`src/rtl/txgen_if.sv`:
```
// rtl/txgen_if.sv - request and byte-transmitter handshake bundle for txgen
interface txgen_if #(
  parameter int MAX_LEN = 8,
  parameter int LEN_W   = 4
);
  logic [7:0]           ret_cmd;
  logic                 ret_cmd_flg;
  logic [LEN_W-1:0]     ret_len;
  logic [8*MAX_LEN-1:0] ret_payload;
  logic [7:0]           tx_data;
  logic                 tx_flag;
  logic                 tx_done;
  logic                 busy;
  logic                 cmd_drop;
  logic                 tx_err;

  modport master (
    output ret_cmd, ret_cmd_flg, ret_len, ret_payload, tx_done,
    input  tx_data, tx_flag, busy, cmd_drop, tx_err
  );

  modport slave (
    input  ret_cmd, ret_cmd_flg, ret_len, ret_payload, tx_done,
    output tx_data, tx_flag, busy, cmd_drop, tx_err
  );
endinterface

```
`src/rtl/txgen.sv`:
```
// rtl/txgen.sv - frames a return command (hdr, cmd, len, payload, sum) and streams it byte by byte
module txgen #(
  parameter int          MAX_LEN = 8,
  parameter int          LEN_W   = 4,
  parameter logic [7:0]  HDR0    = 8'h55,
  parameter logic [7:0]  HDR1    = 8'hAA,
  parameter logic [19:0] TO_CYC  = 20'd100000
) (
  input  logic  sys_clk,
  input  logic  sys_rst,
  txgen_if.slave bus
);

  typedef enum logic [2:0] {
    S_IDLE, S_HDR0, S_HDR1, S_CMD, S_LEN, S_DATA, S_SUM
  } state_t;

  state_t               state, state_d;
  logic                 issue, issue_d;
  logic [LEN_W-1:0]     idx, idx_d, len_q, len_clamped;
  logic [7:0]           cmd_q, sum_q, data_q, byte_d;
  logic [8*MAX_LEN-1:0] pay_q;
  logic [19:0]          wait_cnt;
  logic                 timeout, accept, drop_q, err_q;

  assign accept      = (state == S_IDLE) && bus.ret_cmd_flg;
  assign len_clamped = (bus.ret_len > LEN_W'(MAX_LEN)) ? LEN_W'(MAX_LEN) : bus.ret_len;

  always_ff @(posedge sys_clk or negedge sys_rst) begin
    if (!sys_rst) begin
      state    <= S_IDLE;
      issue    <= 1'b0;
      idx      <= '0;
      len_q    <= '0;
      cmd_q    <= '0;
      sum_q    <= '0;
      data_q   <= '0;
      pay_q    <= '0;
      wait_cnt <= '0;
      drop_q   <= 1'b0;
      err_q    <= 1'b0;
    end else begin
      state  <= state_d;
      issue  <= issue_d;
      idx    <= idx_d;
      drop_q <= bus.ret_cmd_flg && (state != S_IDLE);
      err_q  <= timeout;
      if (accept) begin
        cmd_q <= bus.ret_cmd;
        len_q <= len_clamped;
        pay_q <= bus.ret_payload;
      end
      // Checksum covers cmd, len and payload as each is issued; headers are excluded.
      if (accept)
        sum_q <= '0;
      else if (issue_d && (state_d == S_CMD || state_d == S_LEN || state_d == S_DATA))
        sum_q <= sum_q + byte_d;
      if (issue_d)
        data_q <= byte_d;
      if (issue_d || state_d == S_IDLE)
        wait_cnt <= '0;
      else
        wait_cnt <= wait_cnt + 20'd1;
    end
  end

  always_comb begin
    state_d = state;
    issue_d = 1'b0;
    idx_d   = idx;
    timeout = 1'b0;
    if (state == S_IDLE) begin
      if (bus.ret_cmd_flg) begin
        state_d = S_HDR0;
        issue_d = 1'b1;
      end
    end else if (!issue) begin
      // tx_done is honoured only in the wait phase.
      if (bus.tx_done) begin
        issue_d = 1'b1;
        case (state)
          S_HDR0: state_d = S_HDR1;
          S_HDR1: state_d = S_CMD;
          S_CMD:  state_d = S_LEN;
          S_LEN: begin
            idx_d   = '0;
            state_d = (len_q != '0) ? S_DATA : S_SUM;
          end
          S_DATA: begin
            if (idx == len_q - 1'b1) state_d = S_SUM;
            else                     idx_d   = idx + 1'b1;
          end
          default: begin
            state_d = S_IDLE;
            issue_d = 1'b0;
          end
        endcase
      end else if (wait_cnt == TO_CYC - 20'd1) begin
        state_d = S_IDLE;
        timeout = 1'b1;
      end
    end
  end

  always_comb begin
    bus.tx_flag  = issue;
    bus.tx_data  = data_q;
    bus.busy     = (state != S_IDLE);
    bus.cmd_drop = drop_q;
    bus.tx_err   = err_q;
    case (state_d)
      S_HDR0:  byte_d = HDR0;
      S_HDR1:  byte_d = HDR1;
      S_CMD:   byte_d = cmd_q;
      S_LEN:   byte_d = 8'(len_q);
      S_DATA:  byte_d = pay_q[{idx_d, 3'b000} +: 8];
      S_SUM:   byte_d = sum_q;
      default: byte_d = 8'h00;
    endcase
  end

endmodule
```
`src/flat_wrapper.sv`:
```
// flat-port wrapper written by rule: the top's interface ports become plain ports
module txgen_flat 
#(
  parameter int          MAX_LEN = 8,
  parameter int          LEN_W   = 4,
  parameter logic [7:0]  HDR0    = 8'h55,
  parameter logic [7:0]  HDR1    = 8'hAA,
  parameter logic [19:0] TO_CYC  = 20'd100000
)
  (sys_clk, sys_rst, bus_ret_cmd, bus_ret_cmd_flg, bus_ret_len, bus_ret_payload, bus_tx_done, bus_tx_data, bus_tx_flag, bus_busy, bus_cmd_drop, bus_tx_err);
  txgen_if #(.MAX_LEN(MAX_LEN), .LEN_W(LEN_W)) bus_i ();
  input  logic sys_clk;
  input  logic sys_rst;
  input wire logic [$bits(bus_i.ret_cmd)-1:0] bus_ret_cmd;
  input wire logic [$bits(bus_i.ret_cmd_flg)-1:0] bus_ret_cmd_flg;
  input wire logic [$bits(bus_i.ret_len)-1:0] bus_ret_len;
  input wire logic [$bits(bus_i.ret_payload)-1:0] bus_ret_payload;
  input wire logic [$bits(bus_i.tx_done)-1:0] bus_tx_done;
  output wire logic [$bits(bus_i.tx_data)-1:0] bus_tx_data;
  output wire logic [$bits(bus_i.tx_flag)-1:0] bus_tx_flag;
  output wire logic [$bits(bus_i.busy)-1:0] bus_busy;
  output wire logic [$bits(bus_i.cmd_drop)-1:0] bus_cmd_drop;
  output wire logic [$bits(bus_i.tx_err)-1:0] bus_tx_err;
  assign bus_i.ret_cmd = bus_ret_cmd;
  assign bus_i.ret_cmd_flg = bus_ret_cmd_flg;
  assign bus_i.ret_len = bus_ret_len;
  assign bus_i.ret_payload = bus_ret_payload;
  assign bus_i.tx_done = bus_tx_done;
  assign bus_tx_data = bus_i.tx_data;
  assign bus_tx_flag = bus_i.tx_flag;
  assign bus_busy = bus_i.busy;
  assign bus_cmd_drop = bus_i.cmd_drop;
  assign bus_tx_err = bus_i.tx_err;
  txgen #(.MAX_LEN(MAX_LEN), .LEN_W(LEN_W), .HDR0(HDR0), .HDR1(HDR1), .TO_CYC(TO_CYC)) u_core (.sys_clk(sys_clk), .sys_rst(sys_rst), .bus(bus_i));
endmodule
```
`config.mk`:
```
export PLATFORM = sky130hd
export DESIGN_NAME = txgen_flat
export DESIGN_NICKNAME = d
export VERILOG_FILES = /design/src/rtl/txgen_if.sv /design/src/rtl/txgen.sv /design/src/flat_wrapper.sv
export SDC_FILE = /design/constraint.sdc
export NUM_CORES = 1
export LEC_CHECK = 0
export CAP_MARGIN = 20
export CORE_MARGIN = 5
export CORE_UTILIZATION = 35
export DETAILED_ROUTE_END_ITERATION = 16
export PLACE_DENSITY = 0.59
export SLEW_MARGIN = 20
export SYNTH_ARGS = -nofsm -noshare
export SYNTH_HDL_FRONTEND = slang
export SYNTH_SLANG_ARGS = --single-unit
```
`constraint.sdc`:
```
create_clock -name sys_clk -period 7.1 [get_ports sys_clk]
set_clock_uncertainty 0.1 [all_clocks]
set_input_delay 1.775 -clock sys_clk [delete_from_list [all_inputs] [get_ports sys_clk]]
set_output_delay 1.775 -clock sys_clk [all_outputs]
set_load 0.005 [all_outputs]
```
==> metrics.cfg, run 1 <==
[timing]
tightest_slew_ns=0.956
fin_crit_ns=6.55
setup_viol=0
fmax_mhz=153
setup_tns_ns=0
finalHoldViolCount=0
post-route-period-util=0.923
rsz0062_at_grt=no
relSlewSlack=0.363
drv_slew=0
layout_setup_ws_ns=0.547

[grt]
gr-total-overflow=0
antenna_found_initial=0
grt_max_degree=87
grt_pass1_vias=5099
grt_usage=0.162
grt_pass1_wl_microns=26300

[yosys]
synth_seq_cells=122
synth_cell_types=57
synth.avg_cell_area_sq_um=8.92
async_reset_ff_frac=1.00
yosys-top-cells-area=dfrtp_1 48%, nand2_1 15%, mux2i_1 4.1%, mux2_2 3.4%, nor2_1 2.6%
yosysTopAreaCellShare=0.483
syn_area_sq_mm=0.00632
yosysWarnings=0
synth-edff-count=0
synthFlopType=dfrtp_1
synth_top_area_cell=dfrtp_1
syn_nets=800
netlist_instances=708
yosysSeqAreaShare=0.483

[detailed_routing]
routed_wl_microns=16000
vias_per_cell=4.84
ant_nets=0
wl_per_cell_microns=15.4
dr.pass1.iters=4
num_vias=5024
drc=0
drt_iter0_markers=294

[place]
dp_hpwl_microns=11100
place_area_sq_mm=0.00747
finalWeightedCongestion=0.864
pre_cts_ws_ns=0.176
io_buffers=91

[min_path]
min-delay-start=u_core.pay_q[10]
hold_class=flop to flop
min_path_cells=2

[flow_run]
maxCapViolCount=0

[cts]
cts_root_buf=clkbuf_16
cts-htree-levels=4
cts.sinks=122
hold_buffers=0
clk_latency_ns=0.42
ctsResizeCount=0
clk_path_buf_depth=2
clk_pin_slew_ns=0.06
cts_setup_buffers=0
cts_tree=yes
cts_made_buffers=17

[run_status]
outcome=finished, final reports clean

[critical_path]
crit_type=primary input to flop
worstPathMaxFanout=9
crit_arrival_ns=6.81
end_kind=flop
crit_required_ns=7.35
worstRegToRegCells=21
worstReg2RegStart=u_core.len_q[0]
path_cells=clkdlybuf4s50_1, nand4bb_1, nand2_1, o221ai_1, or3_1, or4_4, nor2_1, a21oi_1, nand3_1, ha_1, a21o_1, a21oi_1, o21bai_1, a21oi_1, o21ai_0, buf_4, or3b_2, nor4bb_1, a2111oi_2, nand4_1
startpoint=bus_tx_done
critPathMaxStageDelay_ns=0.63
start_kind=primary input
cp_common_cell=a21oi_1
critPathSlowestCell=clkdlybuf4s50_1

[floorplanning]
rows=49
io_pins=92
coreArea_sq_mm=0.0178
initial_utilization=0.354
design.die.area_sq_mm=0.0208
die_h_microns=144
dieWidth_microns=144

[layout]
drive_above_1_share=0.100
area_growth_pct=28.3
mostFrequentLayoutCells=251 x nand2_1, 122 x dfrtp_1, 90 x clkdlybuf4s50_1, 44 x nor2_1, 26 x mux2i_1
fill_cells=1760
final_util=0.454
final_nets=887
final_common_cell=nand2_1
antenna_cells=0
design_area_sq_mm=0.00811

[pwr]
peakVddDrop_mv=0.212
leakage_nw=3.80
p_per_area_mw_per_mm2=437
p_total_mw=3.54

==> flip-flops by register name, indices dropped and copies added (netlist names) <==
name and flops:
u_core.pay_q 64, u_core.wait_cnt 20, u_core.bus.tx_data 8, u_core.cmd_q 8, u_core.sum_q 8, u_core.idx 4, u_core.len_q 4, u_core.state 3
u_core.bus.cmd_drop 1, u_core.bus.tx_err 1, u_core.bus.tx_flag 1
==> where the power goes <==
part           leakage, nW  switching, mW  internal, mW
clock                0.300          0.333         0.583
sequential            1.55          0.208         0.966
combinational         1.95          0.834         0.618
==> synthesized netlist by cell type (3+ instances only) <==
master    instances
xnor2_1           9
nor4_1            3
mux2_2           19
and3_1            4
nand4_1           9
o211ai_1          8
a221oi_1          5
nand2_1         252
dfrtp_1         122
o21a_1            4
xor2_1           18
or4_4             3
o21ai_0          14
nor2b_1           4
nand3b_1          3
inv_1            13
nand3_1          25
mux2i_1          26
nor3_1            8
a21oi_1          18
ha_1             11
and2_1            7
a22oi_1           3
clkbuf_1         33
nor2_1           44
==> layer usage <==
metal	vias to the layer above	global-route usage	share of wire
met5	-	0	0
met4	0	0.0486	0.012
met3	14	0.0470	0.048
met2	100	0.250	0.46
met1	2353	0.222	0.48
li1	2557	-	-
==> stage by stage <==
stage,cells,hold slack [ns]
3_5_place_dp,1005,0.358
3_3_place_gp,1005,0.354
5_1_grt,1037,0.390
4_1_cts,1037,0.373
6_report,1037,0.369
2_1_floorplan,708,0.337
==> cell families after synthesis <==
group	count (synthesis)	synth area share
AND/OR/NAND/NOR	380	0.266
flip-flops	122	0.483
multiplexers	45	0.0751
AO/OA/AOI/OAI	71	0.0779
adder cells (fa/ha/maj)	12	0.0250
buffers and inverters	49	0.0291
XOR/XNOR	29	0.0436
==> cell type report <==
cell class	count	area, sq um	share of cell area
sequential	122	3050	0.377
inverter	14	52.6	0.00648
clock inverter	12	161	0.0199
tap	229	287	0.0353
clock buffer	20	467	0.0576
multi-input combinational	537	3090	0.381
timing repair buffer	103	998	0.123
==> critical path: cells and delay by family <==
| kind | cells | cell delay [ns] |
|---|---|---|
| fa+ha+maj | 1 | 0.26 |
| buf+inv | 2 | 0.80 |
| compound gates | 8 | 1.12 |
| simple gates | 9 | 2.84 |
==> final timing paths <==
check | endpoint | slack (ns)
max | u_core.sum_q[7] | 0.55
max in group asynchronous | u_core.cmd_q[4] | 4.25
min in group asynchronous | u_core.idx[3] | 1.26
min | u_core.pay_q[10] | 0.37
min reg2reg | u_core.pay_q[10] | 0.37
max reg2reg | u_core.sum_q[7] | 1.61
No activity file was read; power rests on OpenSTA's default activity.
==> inputs of run 2 (changes only) <==
GPL_TIMING_DRIVEN = 0   (was default)
==> metrics.cfg, run 2 (synthesized netlist as in run 1, its figures left out) <==
[detailed_routing]
dr.pass1.iters=4
routed_wl_microns=17000
wl_per_cell_microns=16.1
num_vias=5176
ant_nets=0
drt_iter0_markers=313
vias_per_cell=4.89
drc=0

[grt]
grt_max_degree=78
grt_usage=0.176
gr-total-overflow=0
grt_pass1_wl_microns=28300
grt_pass1_vias=5383
antenna_found_initial=0

[layout]
final_nets=909
final_util=0.457
top_regs=u_core.pay_q: 64 flops, u_core.wait_cnt: 20 flops
fill_cells=1760
largest_register=u_core.pay_q
final_common_cell=nand2_1
mostFrequentLayoutCells=252 x nand2_1, 122 x dfrtp_1, 89 x clkdlybuf4s50_1, 44 x nor2_1, 32 x clkbuf_1
antenna_cells=0
drive_above_1_share=0.0843
design_area_sq_mm=0.00815
finalNonFillerCells=1059
largest_reg_flops=64
area_growth_pct=29.0

[cts]
clk_latency_ns=0.43
cts_setup_buffers=0
cts_root_buf=clkbuf_16
clk_path_buf_depth=2
hold_buffers=0
cts_made_buffers=17
cts-htree-levels=4
cts_tree=yes
cts.sinks=122
clk_pin_slew_ns=0.06

[floorplanning]
dieWidth_microns=144
rows=49
die_h_microns=144
design.die.area_sq_mm=0.0208
coreArea_sq_mm=0.0178
io_pins=92
initial_utilization=0.354

[place]
dp.cells=1028
place_area_sq_mm=0.00754
finalWeightedCongestion=0.811
dp_hpwl_microns=12600
io_buffers=90

[run_status]
outcome=finished, final reports clean

[critical_path]
crit_required_ns=7.37
end_kind=flop
crit_type=primary input to flop
start_kind=primary input
path_cells=clkbuf_1, nor4bb_1, o2111ai_1, and3_1, clkinvlp_4, clkdlybuf4s15_2, mux2i_1, nand2_1, o211ai_1, nand3_1, ha_1, a21o_1, a21oi_1, o21bai_1, a21oi_1, o21ai_0, or3b_2, nor4bb_1, a2111oi_2, nand4_1
crit_arrival_ns=6.90
critPathMaxStageDelay_ns=0.53
worstPathMaxFanout=13
critPathSlowestCell=or3b_2

[timing]
rsz0062_at_grt=no
post-route-period-util=0.934
setup_viol=0
finalHoldViolCount=0
fin_crit_ns=6.63
tightest_slew_ns=0.778
drv_slew=0
relSlewSlack=0.476
fmax_mhz=151
timing.hold.ws_ns=0.370

[pwr]
p_per_area_mw_per_mm2=430
p_total_mw=3.51
leakage_nw=3.78
peakVddDrop_mv=0.197

[min_path]
hold_class=flop to flop

[flow_run]
maxCapViolCount=0

-- run 2: changes by cell type in the layout (fill, tap and decap cells not counted), moves of 3 or more --
cell | before | now
bufinv_16 | 3 | 0
inv_8 | 0 | 6
buf_4 | 13 | 0
clkbuf_1 | 0 | 32
clkbuf_8 | 3 | 0
clkinv_8 | 0 | 4
-- run 2: area by class of cell --
class,count,area [sq um],share of cell area
multi-input combinational,537,3080,0.378
sequential,122,3050,0.375
timing repair buffer,91,933,0.115
clock buffer,17,425,0.0522
tap,229,287,0.0352
clock inverter,15,175,0.0215
buffer,34,136,0.0167
inverter,14,56.3,0.00691
-- run 2: report_power, final --
group          switching (mW)  total [mW]  leakage, nW  internal, mW
clock network           0.389       0.863        0.291         0.475
registers               0.181        1.15         1.55         0.966
logic                   0.879        1.50         1.94         0.616
-- run 2: critical path: cells and delay by family --
family	cells	cell delay (ns)
compound gates	8	1.49
buf+inv	3	1.02
mux	1	0.27
simple gates	7	1.98
fa+ha+maj	1	0.35
-- run 2: path summary, 6_finish.rpt --
path | from | end | slack [ns] | cells past startpoint
max reg2reg | u_core.len_q[0] | u_core.sum_q[7] | 1.18 | 22
max | bus_tx_done | u_core.sum_q[7] | 0.47 | 20
max in group asynchronous | sys_rst | u_core.sum_q[6] | 5.07 | 2
min | u_core.cmd_q[4] | u_core.cmd_q[4] | 0.37 | 2
min in group asynchronous | sys_rst | u_core.wait_cnt[19] | 1.14 | 1
min reg2reg | u_core.cmd_q[4] | u_core.cmd_q[4] | 0.37 | 2
-- run 2: timing repair --
action	4_1_cts	5_1_grt
gates resized for setup	3	1
endpoints found under the setup margin	1	1
gates cloned	0	0
-- run 2: stage by stage --
stage / worst slack (ns) / setup TNS [ns]
final: 0.466 / 0
after detailed placement: -0.682 / -0.682
after floorplan: 0.653 / 0
after global routing: 0.0187 / 0
after global placement: -0.825 / -100.29
after CTS: 0.264 / 0
-- run 2: layer usage --
metal / vias to the layer above / track usage / share of wire
met5: - / 0 / 0
met4: 0 / 0.0393 / 0.0077
met3: 9 / 0.0463 / 0.057
met2: 119 / 0.278 / 0.47
met1: 2450 / 0.243 / 0.47
li1: 2598 / - / -
